<file path="src/rtl/game_scoreboard.sv">
// Match scoreboard for a round-based game: loads the game each round, tallies
// winner/loser rounds on gameover edges and declares a match winner.
module game_scoreboard #(
    parameter int ROUNDS_TO_WIN = 3,
    parameter int HOLD_CYCLES   = 8
) (
    input  logic       clk,
    input  logic       rst,
    input  logic       start,
    input  logic [3:0] seed,
    input  logic       gameover,
    input  logic [1:0] who,
    output logic       init,
    output logic [3:0] initial_val,
    output logic [2:0] win_score,
    output logic [2:0] lose_score,
    output logic [3:0] round_cnt,
    output logic       match_over,
    output logic [1:0] match_winner,
    output logic       busy,
    output logic       proto_err
);

    typedef enum logic [2:0] {
        S_IDLE,
        S_LOAD,
        S_PLAY,
        S_HOLD,
        S_DONE
    } state_t;

    localparam logic [2:0] WIN_TARGET = 3'(ROUNDS_TO_WIN);
    localparam logic [7:0] HOLD_LAST  = 8'(HOLD_CYCLES - 1);

    state_t     state_q;
    logic       gameover_q;
    logic [7:0] hold_cnt_q;
    logic       go_event;
    logic [2:0] win_inc;
    logic [2:0] lose_inc;
    logic [3:0] rnd_inc;

    assign go_event = gameover & ~gameover_q;
    assign win_inc  = win_score + 3'd1;
    assign lose_inc = lose_score + 3'd1;
    assign rnd_inc  = (round_cnt == 4'hF) ? 4'hF : round_cnt + 4'd1;

    always_ff @(posedge clk or posedge rst) begin
        if (rst) begin
            state_q      <= S_IDLE;
            gameover_q   <= 1'b0;
            hold_cnt_q   <= 8'd0;
            init         <= 1'b0;
            initial_val  <= 4'd0;
            win_score    <= 3'd0;
            lose_score   <= 3'd0;
            round_cnt    <= 4'd0;
            match_over   <= 1'b0;
            match_winner <= 2'd0;
            busy         <= 1'b0;
            proto_err    <= 1'b0;
        end else begin
            gameover_q <= gameover;
            init       <= 1'b0;
            case (state_q)
                // A fresh match can start from IDLE or after a finished match;
                // any coincident gameover edge is simply dropped.
                S_IDLE, S_DONE: begin
                    if (start) begin
                        initial_val  <= seed;
                        win_score    <= 3'd0;
                        lose_score   <= 3'd0;
                        round_cnt    <= 4'd0;
                        proto_err    <= 1'b0;
                        match_winner <= 2'd0;
                        match_over   <= 1'b0;
                        busy         <= 1'b1;
                        state_q      <= S_LOAD;
                    end
                end
                S_LOAD: begin
                    init    <= 1'b1;
                    state_q <= S_PLAY;
                end
                S_PLAY: begin
                    if (go_event) begin
                        if (who == 2'd2) begin
                            win_score  <= win_inc;
                            round_cnt  <= rnd_inc;
                            hold_cnt_q <= 8'd0;
                            if (win_inc == WIN_TARGET) begin
                                match_winner <= 2'd2;
                                match_over   <= 1'b1;
                                busy         <= 1'b0;
                                state_q      <= S_DONE;
                            end else begin
                                state_q <= S_HOLD;
                            end
                        end else if (who == 2'd1) begin
                            lose_score <= lose_inc;
                            round_cnt  <= rnd_inc;
                            hold_cnt_q <= 8'd0;
                            if (lose_inc == WIN_TARGET) begin
                                match_winner <= 2'd1;
                                match_over   <= 1'b1;
                                busy         <= 1'b0;
                                state_q      <= S_DONE;
                            end else begin
                                state_q <= S_HOLD;
                            end
                        end else begin
                            proto_err <= 1'b1;
                        end
                    end
                end
                S_HOLD: begin
                    if (hold_cnt_q == HOLD_LAST) begin
                        state_q <= S_LOAD;
                    end else begin
                        hold_cnt_q <= hold_cnt_q + 8'd1;
                    end
                end
                default: begin
                    busy    <= 1'b0;
                    state_q <= S_IDLE;
                end
            endcase
        end
    end

endmodule

</file>
<file path="config.mk">
export PLATFORM = sky130hd
export DESIGN_NAME = game_scoreboard
export DESIGN_NICKNAME = d
export VERILOG_FILES = /design/src/rtl/game_scoreboard.sv
export SDC_FILE = /design/constraint.sdc
export NUM_CORES = 1
export LEC_CHECK = 0
export CAP_MARGIN = 10
export CELL_PAD_IN_SITES_DETAIL_PLACEMENT = 0
export CELL_PAD_IN_SITES_GLOBAL_PLACEMENT = 2
export CORE_MARGIN = 5
export CORE_UTILIZATION = 35
export DETAILED_ROUTE_END_ITERATION = 10
export PLACE_DENSITY_LB_ADDON = 0.15
export SYNTH_ARGS = -nofsm -noshare
export SYNTH_HDL_FRONTEND = slang
export SYNTH_SLANG_ARGS = --single-unit
</file>
<file path="constraint.sdc">
create_clock -name clk -period 5.08 [get_ports clk]
set_input_delay 1.016 -clock clk [delete_from_list [all_inputs] [get_ports clk]]
set_output_delay 1.016 -clock clk [all_outputs]
set_load 0.05 [all_outputs]
</file>
==> Word-level counts from Yosys, hierarchy flattened <==
Index checks and enable logic that the tools add are counted.
{ "word_totals": {"reg_bits": 32, "latch_bits": 0, "ram_bits": 0, "rom_bits": 0, "in_bits": 10, "out_inout_bits": 20, "wordCells": 107, "memories": 0} }
{ "op_classes": {"n_addsub": 4, "n_mul": 0, "div_mod_pow": 0, "order_cmp": 0, "n_eq_ne": 21, "n_shift": 0, "muxes": 53, "n_bitwise": 3, "reduce_logical": 14} }
{ "op_table": {"columns": ["cell", "n"], "rows": [
  ["3-bit 2-to-1 mux", 13],
  ["8-bit 2-to-1 mux", 4],
  ["4-bit 2-to-1 mux", 5],
  ["1-bit 2-to-1 mux", 16],
  ["2-bit != test (second input constant)", 8],
  ["8-bit case mux with 2 select lines", 1],
  ["4-bit AND reduction", 4],
  ["3-bit by 2-bit equality test with 1-bit output (second input constant)", 4],
  ["2-bit 2-to-1 mux", 6],
  ["3-bit case mux with 2 select lines", 2],
  ["3-bit case mux with 4 select lines", 1],
  ["6-bit AND reduction", 2],
  ["5-bit AND reduction", 2],
  ["3-bit != test (second input constant)", 3],
  ["8-bit by 1-bit adder with 8-bit output (second input constant)", 1],
  ["8-bit by 3-bit equality test with 1-bit output (second input constant)", 1],
  ["4-bit case mux with 2 select lines", 1],
  ["3-bit by 1-bit adder with 3-bit output (second input constant)", 2],
  ["4-bit by 1-bit adder with 4-bit output (second input constant)", 1],
  ["4-bit equality test (second input constant)", 1],
  ["1-bit case mux with 2 select lines", 2],
  ["2-bit case mux with 2 select lines", 1],
  ["2-bit nonzero test", 2],
  ["2-bit OR reduction", 2],
  ["9 further kinds", 10]
]} }

==> Depth between registers and ports, before layout <==
Gate-level depths: netlist (run 1).
{ "depth": {"depth_word": 7, "depth_mapped": 7, "mapped_depth_nobuf": 6} }

==> Worst setup path before layout (run 1) <==
No wires, ideal clock.
{ "synth_path": {"path_kind": "input-to-reg", "startpoint": "in who[0]", "endpoint": "reg hold_cnt_q[6]", "setup_time_ns": 0.077, "arrival_ns": 2.363, "required_ns": 5.003, "slack_ns": 2.639, "stages": 7, "path_buffers": 1, "path_cell_list": "inv_1 -> ha_1 -> nor3b_4 -> o21ai_2 -> buf_2 -> or3_1 -> a21oi_1"} }
{ "synth_between": {"elab_chain_cells": 4, "word_cells_on_any_way": 7, "classes_between": "eq/ne (3); mux (3); reduce/logical (1)"} }
{ "synth_rtl": {"columns": ["element", "line", "text"], "rows": [
  ["start, declared", "12", "input logic [1:0] who,"],
  ["2-bit equality test", "87", "if (who == 2'd2) begin"],
  ["8-bit 2-to-1 mux", "87", null],
  ["8-bit 2-to-1 mux", "86", "if (go_event) begin"],
  ["8-bit case mux with 2 select lines", "65", "case (state_q)"],
  ["end signal, assigned", "120", "hold_cnt_q <= hold_cnt_q + 8'd1;"],
  ["end, declared", "37", "logic [7:0] hold_cnt_q;"]
]} }
Parallel ways exist; a longest one is shown, timed or not. The select of a mux whose other input is x is not followed.
A chain may end at the register's enable or synchronous reset.

==> Worst setup path in the final report (run 1) <==
{ "layout_path": {"startpoint": "in who[0]", "endpoint": "reg hold_cnt_q[7]"} }
The elaborated chain is that of the path after synthesis.

==> results of run 1 <==
## area by class of cell
| class | instances | area share (%) |
|---|---|---|
| repair buffers | 30 | 13.5 |
| clock inverters | 2 | 0.453 |
| inverters | 10 | 1.70 |
| flip-flops and latches | 32 | 36.2 |
| well taps | 70 | 3.96 |
| multi-input cells | 129 | 40.5 |
| clock buffers | 6 | 3.74 |
## synthesized netlist by cell type, drive strengths merged (5+ instances only)
library cell   n
dfrtp         32
nand2         16
o21ai         15
a21oi         11
inv           10
ha             8
buf            6
nor2           6
nand2b         5
nand3          5
nor2b          5
nor3           5
o21a           5
## state kept, by name (all words and copies together), names as in the netlist
signal and flops:
busy 1, gameover_q 1, hold_cnt_q 8, init 1
initial_val 4, lose_score 3, match_over 1, match_winner 2
proto_err 1, round_cnt 4, state_q 3, win_score 3
## metrics by stage
stage	setup slack, ps	power (mW)	util (%)	cell area [um2]	std cells
after detailed placement	1860	1.02	42.3	2120	271
after CTS	2150	1.23	44.1	2210	279
final	2130	1.22	44.1	2210	279
after global routing	1960	1.31	44.1	2210	279
after global placement	1920	1.01	42.3	2120	271
after floorplan	2640	0.839	-	1770	178
## per-layer routing
metal / GRT usage (%) / vias up / wire, um / share of wire [%]
li1: - / 721 / - / -
met1: 18.9 / 714 / 2040 / 50
met2: 21.6 / 26 / 1820 / 44
met3: 4.77 / 6 / 192 / 4.7
met4: 5.07 / 0 / 53 / 1.3
met5: 0 / - / 0 / 0
## worst reg2reg max path, cell delays in order (launching register included)
cell     delay [ps]
dfrtp_1         620
inv_1           320
o21ai_0         240
a21oi_1         420
o21ai_0         150
## worst max-delay path by stage
| stage | end | slack, ps | cells past startpoint |
|---|---|---|---|
| after floorplan | hold_cnt_q[6]$_DFFE_PP0P_ | 2640 | 7 |
| after global placement | hold_cnt_q[7]$_DFFE_PP0P_ | 1920 | 7 |
| after detailed placement | hold_cnt_q[7]$_DFFE_PP0P_ | 1860 | 7 |
| after CTS | hold_cnt_q[7]$_DFFE_PP0P_ | 2150 | 7 |
| after global routing | hold_cnt_q[7]$_DFFE_PP0P_ | 1960 | 7 |
| final | hold_cnt_q[7]$_DFFE_PP0P_ | 2130 | 7 |
## power breakdown
part	switching [mW]	leakage, nW	internal [mW]
clock	0.0962	0.0510	0.108
combinational	0.361	0.491	0.216
sequential	0.101	0.403	0.336
## kinds of logic after synthesis
group	after synthesis	synth area share [%]
compound gates	53	19.5
xor+xnor	2	0.987
fa+ha+maj	8	5.64
buf+inv	17	4.44
flops	32	45.1
mux	4	2.54
simple gates	62	21.8
==> metrics, run 1 <==
status finished clean; R2R cell count 4; reg2reg end round_cnt[1]$_DFFE_PP0P_; RSZ-0062 raised after global routing no; First DRT Iteration DRCs 113; Post-synth EDFFs 0; hold_buf cts 0; worst skew pair latency between 200 and 300 ps; area leader, netlist dfrtp_1; Initial Util 35.4%; Post-CTS Setup Inserts 0; area growth from synthesis to layout 24.6%; setup violators final 0; Hold WS around 500 ps; Syn Nets 196; max-cap viol count 0; pwr dens around 550 nW/um2; drt drc 0; worst-margin pin slew around 640 ps; Mapped Avg Cell Area 9.97 um2; clk slew on worst S/H paths 70 ps; Hold Path End match_winner[0]$_DFFE_PP0P_; Hold Crit Start match_winner[0]$_DFFE_PP0P_; Post-DP HPWL slightly below 3 mm; Tmin final slightly below 3000 ps; DR WL/cell about 15 um; ys async rst share 100%; fin nets ~230; clock buffer depth 2; commonest cells after routing, fill and taps aside dfrtp_1 (32), clkdlybuf4s50_1 (29), nand2_1 (16); Post-Synthesis Cell Area 1770 um2; YS warnings 0; Setup TNS 0 ps; Pleak 0.945 nW; root buf cell clkbuf_8; FILL cells between 500 and 600; RePlAce Congestion around 0.76; post-CTS resize count 0; largest net degree at the start of global routing 33; register area approximately 800 um2; synth unique cells 50; Synth top area share 45.1%; delay-heaviest family, CP simple AND/OR/NAND/NOR gates; DRT Pass-1 Iters 4; cts bufs inserted 5; Top FF cell, synth dfrtp_1; Syn Inst Count 178; worst r2r src state_q[0]$_DFFE_PP0P_; final WL approximately 4.1 mm; CTS H-Tree Depth 2; CP Data Arrival Time roughly 3200 ps; CORE AREA ~5000 um2; Worst Hold Path Cells 1; Antenna Nets Post-Route 0; die width 81.2 um; fraction of layout cells with a size suffix above 1 10.5%; register area share after synthesis between 40% and 50%; top post-synthesis cells by area dfrtp_1 (45%), ha_1 (5.6%), o21ai_0 (3.9%); port bufs 29; Rows 26; worst-path fanout max 11; Total GRT Usage roughly 14%; Boundary Pins 30; Worst R2R Setup Slack roughly 3200 ps; TritonCTS clock tree built; critical path type in -> reg; crit path launch type input pin; crit path buf inv count 2; first-pass GRT wire length a little over 7 mm; area of the multi-input gates roughly 900 um2; upper clock frequency limit ~340 MHz; Tcrit/Tclk final about three fifths; die height 81.2 um; max-slew violation count 0; Slowest-stage cell, CP or4_1; max_slew headroom between 50 and 60%; commonest non-fill, non-tap cell in the layout dfrtp_1; DIE AREA ~6600 um2; crit-path max cell delay 540 ps; initial antenna violation count 0; crit path from who[0]; vias in the first global route 1484; Worst EP required approximately 5300 ps; Sink Count 32; Peak supply drop a little over 0.3 mV; crit end category flip-flop; Final Hold Viols 0; clock skew between 7 and 8 ps; Hold Crit Class reg -> reg; Ant. Diodes 0; via count about 1500; worst path cell trace clkdlybuf4s50_1, inv_1, ha_1, nor3b_4, o21ai_2, or4_1, a21oi_1; vias per std cell ~5.3; Seq cells post-synth 32; Overflow after GRT 0
No activity file was read; power rests on OpenSTA's default activity.
==> run 2, diff against run 1 <==
Settings changed: CORE_UTILIZATION 35 to 33.
Clock period 5.08 ns to 2.8 ns, I/O delays scaled along.
==> run 2 against run 1 <==
  * Combinational power is 84% higher
  * First-iteration DRC count up 22%
  * Register-to-register slack lost 2300 ps
  * Design area is 1.6% higher
  * Non-clock buffer count increased by 3
  * Largest power group unchanged
==> metrics, run 2 (synthesis gave the netlist of run 1 again) <==
status finished clean; root buf cell clkbuf_8; met3 GRT Util under 10%; Post-CTS Setup Inserts 0; max_slew headroom 56.6%; commonest non-fill, non-tap cell in the layout dfrtp_1; Antenna Nets Post-Route 0; fin nets 229; GRT Max-Usage Layer met2; crit path launch type input pin; upper clock frequency limit around 430 MHz; First DRT Iteration DRCs 138; clock buffer depth 2; FILL cells roughly 510; clock skew about 11 ps; max FFs per register 8; Pleak a little under 1 nW; Post-DP HPWL 3.09 mm; Largest regs hold_cnt_q (8), initial_val (4), round_cnt (4); largest net degree at the start of global routing 21; DIE AREA 6940 um2; setup violators final 0; Power Total around 2.2 mW; die height 83.3 um; met2 usage 19.5%; port bufs 29; vias per std cell around 5.2; first-pass GRT wire length a little over 7 mm; cts bufs inserted 5; RePlAce Congestion about 0.82; Boundary Pins 30; CORE AREA about 5200 um2; fraction of layout cells with a size suffix above 1 a little under an eighth; worst-margin pin slew roughly 650 ps; Top reg by flops hold_cnt_q; DR WL/cell roughly 15 um; Hold Crit Class reg -> reg; area growth from synthesis to layout 26.6%; DRT Pass-1 Iters 4; Finished Core Util roughly 43%; met1 GRT Util about 17%; pwr dens about 990 nW/um2; via count around 1500; crit end category flip-flop; Hold WS roughly 500 ps; die width ~83 um; Tcrit/Tclk final a little over four fifths; Sink Count 32; Total GRT Usage between 10 and 15%; clk slew on worst S/H paths around 60 ps; CP Data Arrival Time between 2000 and 3000 ps; Tmin final 2350 ps; Peak supply drop between 0.5 and 0.6 mV; max-cap viol count 0; vias in the first global route 1491; Setup TNS 0 ps; max-slew violation count 0; Ant. Diodes 0; worst skew pair latency slightly below 300 ps; CTS H-Tree Depth 2; Initial Util 34.3%; commonest cells after routing, fill and taps aside dfrtp_1 (32), clkdlybuf4s50_1 (29), nand2_1 (16); post-CTS resize count 0; final WL roughly 4.2 mm; Rows 26; RSZ-0062 raised after global routing no; hold_buf cts 0; Worst EP required 2970 ps; worst-path fanout max 5; Overflow after GRT 0; critical path type in -> reg; TritonCTS clock tree built; Final Hold Viols 0; initial antenna violation count 0; drt drc 0
## run 2: worst paths after layout
check	startpoint	to	slack, ps	cells after the start
min in group asynchronous	rst	round_cnt[1]$_DFFE_PP0P_	640	2
setup / recovery	who[0]	match_winner[0]$_DFFE_PP0P_	450	7
max in group asynchronous	rst	proto_err$_DFFE_PP0P_	1640	3
hold reg to reg	match_winner[1]$_DFFE_PP0P_	match_winner[1]$_DFFE_PP0P_	500	1
setup reg to reg	state_q[0]$_DFFE_PP0P_	round_cnt[1]$_DFFE_PP0P_	910	4
hold / removal	match_winner[1]$_DFFE_PP0P_	match_winner[1]$_DFFE_PP0P_	500	1
## run 2: where the power goes
part	leakage, nW	switching (mW)	internal [mW]
sequential	0.403	0.181	0.610
combinational	0.511	0.659	0.406
clock	0.0510	0.178	0.196
total	0.965	1.02	1.21
## run 2: per-layer routing
layer	routed length, um	up-vias
met5	0	-
met4	59	0
met3	294	6
met2	1870	43
met1	1950	689
li1	-	720
## run 2: area by class of cell
| type | count | area (um2) | area share [%] |
|---|---|---|---|
| multi-input combinational | 129 | 895 | 39.8 |
| tap | 70 | 87.6 | 3.90 |
| inverter | 10 | 37.5 | 1.67 |
| clock inverter | 2 | 10.0 | 0.446 |
| timing repair buffer | 33 | 333 | 14.8 |
| sequential | 32 | 801 | 35.7 |
| clock buffer | 6 | 82.6 | 3.68 |
## run 2: worst max-delay path: stages
cell             delay (ps)
clkdlybuf4s50_1         480
inv_1                    50
ha_1                    390
or3b_1                  370
o32ai_1                 190
o21ai_0                 220
a32o_1                  250
## run 2: per-stage QoR
stage          instance area [um2]  cells  setup slack, ps
2_1_floorplan                 1770    178              815
3_3_place_gp                  2150    274              247
3_5_place_dp                  2150    274              163
4_1_cts                       2250    282              464
5_1_grt                       2250    282              320
6_report                      2250    282              450
==> run 3, diff against run 2 <==
Clock period 2.8 ns to 2.3 ns, I/O delays scaled along.
==> run 3 against run 2 <==
  * Combinational power grew 26%
  * Clock skew shrank 2.4 ps
  * Largest cell class unchanged
  * Critical path depth grew 1
  * Clock-buffer cell count shrank 1
  * Total power grew 28%
  * Die area is the same
  * Via count grew 2.7%
  * Sequential power grew 21%
  * Highest routed layer unchanged
  * Design area grew 4.2%
  * Wire length grew 1.8%
==> metrics, run 3 (synthesis gave the netlist of run 1 again) <==
clock buffer depth 2; area growth from synthesis to layout 31.9%; CORE AREA slightly above 5000 um2; die width around 83 um; critical path type in -> reg; crit path buf inv count 3; Peak supply drop between 0.6 and 0.7 mV; DR WL/cell between 10 and 15 um; final WL approximately 4.2 mm; largest net degree at the start of global routing 23; area of the multi-input gates about 890 um2; max_slew headroom 65.8%; Initial Util between 30 and 40%; DIE AREA 6940 um2; TritonCTS clock tree built; Pleak 1.02 nW; clock skew between 8 and 9 ps; Hold Crit Class in -> async; max FFs per register 8; Largest regs hold_cnt_q (8), initial_val (4), round_cnt (4); worst-path fanout max 10; crit path launch type input pin; port bufs 29; fraction of layout cells with a size suffix above 1 approximately 16%; worst path cell trace clkdlybuf4s50_1, inv_1, ha_1, nor3b_4, o21ai_2, buf_4, or3_1, a21oi_1; Boundary Pins 30; commonest non-fill, non-tap cell in the layout dfrtp_1; DRT Pass-1 Iters 4; RSZ-0062 raised after global routing no; crit end category flip-flop; delay-heaviest family, CP buffers and inverters; Sink Count 32; pwr dens 1220 nW/um2; setup violators final 0; initial antenna violation count 0; post-CTS resize count 0; fin nets 239; Post-DP HPWL between 3 and 4 mm; clk slew on worst S/H paths ~80 ps; Ant. Diodes 0; CTS H-Tree Depth 2; crit-path max cell delay 490 ps; Worst EP required around 2500 ps; commonest cells after routing, fill and taps aside dfrtp_1 (32), clkdlybuf4s50_1 (29), nand2_1 (16); root buf cell clkbuf_8; cts bufs inserted 5; max-slew violation count 0; FILL cells 493; Tmin final approximately 2100 ps; upper clock frequency limit 468 MHz; RePlAce Congestion around 0.8; Setup TNS 0 ps; die height around 83 um; via count between 1000 and 1500; First DRT Iteration DRCs ~110; Total GRT Usage between 10 and 15%; hold_buf cts 0; CP Data Arrival Time between 2000 and 2500 ps; worst-margin pin slew 511 ps; vias per std cell 5.13; register area about 800 um2; drt drc 0; Antenna Nets Post-Route 0; vias in the first global route between 1000 and 1500; Tcrit/Tclk final roughly 93%; status finished clean; Top reg by flops hold_cnt_q; max-cap viol count 0; Final Hold Viols 0; Finished Core Util 45.2%; Rows 26; Slowest-stage cell, CP clkdlybuf4s50_1; first-pass GRT wire length slightly above 7 mm; worst skew pair latency ~290 ps; Overflow after GRT 0; Post-CTS Setup Inserts 0
==> run 3: cell count changes in the layout (fill, tap and decap cells not counted), sizes merged <==
cell | before | now
bufinv | 0 | 1
clkinvlp | 0 | 1
buf | 4 | 14
clkbuf | 6 | 5
clkinv | 2 | 1
==> run 3: per-stage QoR <==
stage	instance area, um2	setup WS (ps)	cells	hold slack [ps]	power [mW]
2_1_floorplan	1770	407	178	491	1.85
3_3_place_gp	2230	-77.2	284	492	2.29
3_5_place_dp	2230	-160	284	485	2.31
4_1_cts	2340	145	292	506	2.87
5_1_grt	2340	53.3	292	529	3.02
6_report	2340	163	292	490	2.84
==> run 3: final timing paths <==
| path | from | cells after the start | end | slack, ps |
|---|---|---|---|---|
| max | who[0] | 8 | hold_cnt_q[6]$_DFFE_PP0P_ | 160 |
| min | rst | 2 | round_cnt[3]$_DFFE_PP0P_ | 490 |
| max reg2reg | state_q[2]$_DFFE_PP0P_ | 4 | lose_score[2]$_DFFE_PP0P_ | 580 |
| min reg2reg | proto_err$_DFFE_PP0P_ | 2 | proto_err$_DFFE_PP0P_ | 510 |
| max in group asynchronous | rst | 3 | hold_cnt_q[1]$_DFFE_PP0P_ | 1300 |
| min in group clk | proto_err$_DFFE_PP0P_ | 2 | proto_err$_DFFE_PP0P_ | 510 |
==> run 3: layout make-up <==
class	instances	area share, %
timing repair buffer	43	17.4
inverter	10	1.60
sequential	32	34.2
tap	70	3.74
clock inverter	3	1.82
clock buffer	5	2.94
multi-input combinational	129	38.2
==> run 3: per-layer routing <==
| layer | wire (um) | global-route usage [%] |
|---|---|---|
| met1 | 2140 | 17.3 |
| met2 | 1820 | 18.9 |
| met3 | 257 | 4.65 |
| met4 | 31 | 3.57 |
| met5 | 0 | 0 |
==> run 3: power breakdown <==
group          switching, mW  internal, mW
clock                  0.228         0.321
combinational          0.816         0.525
sequential             0.212         0.742
total                   1.26          1.59
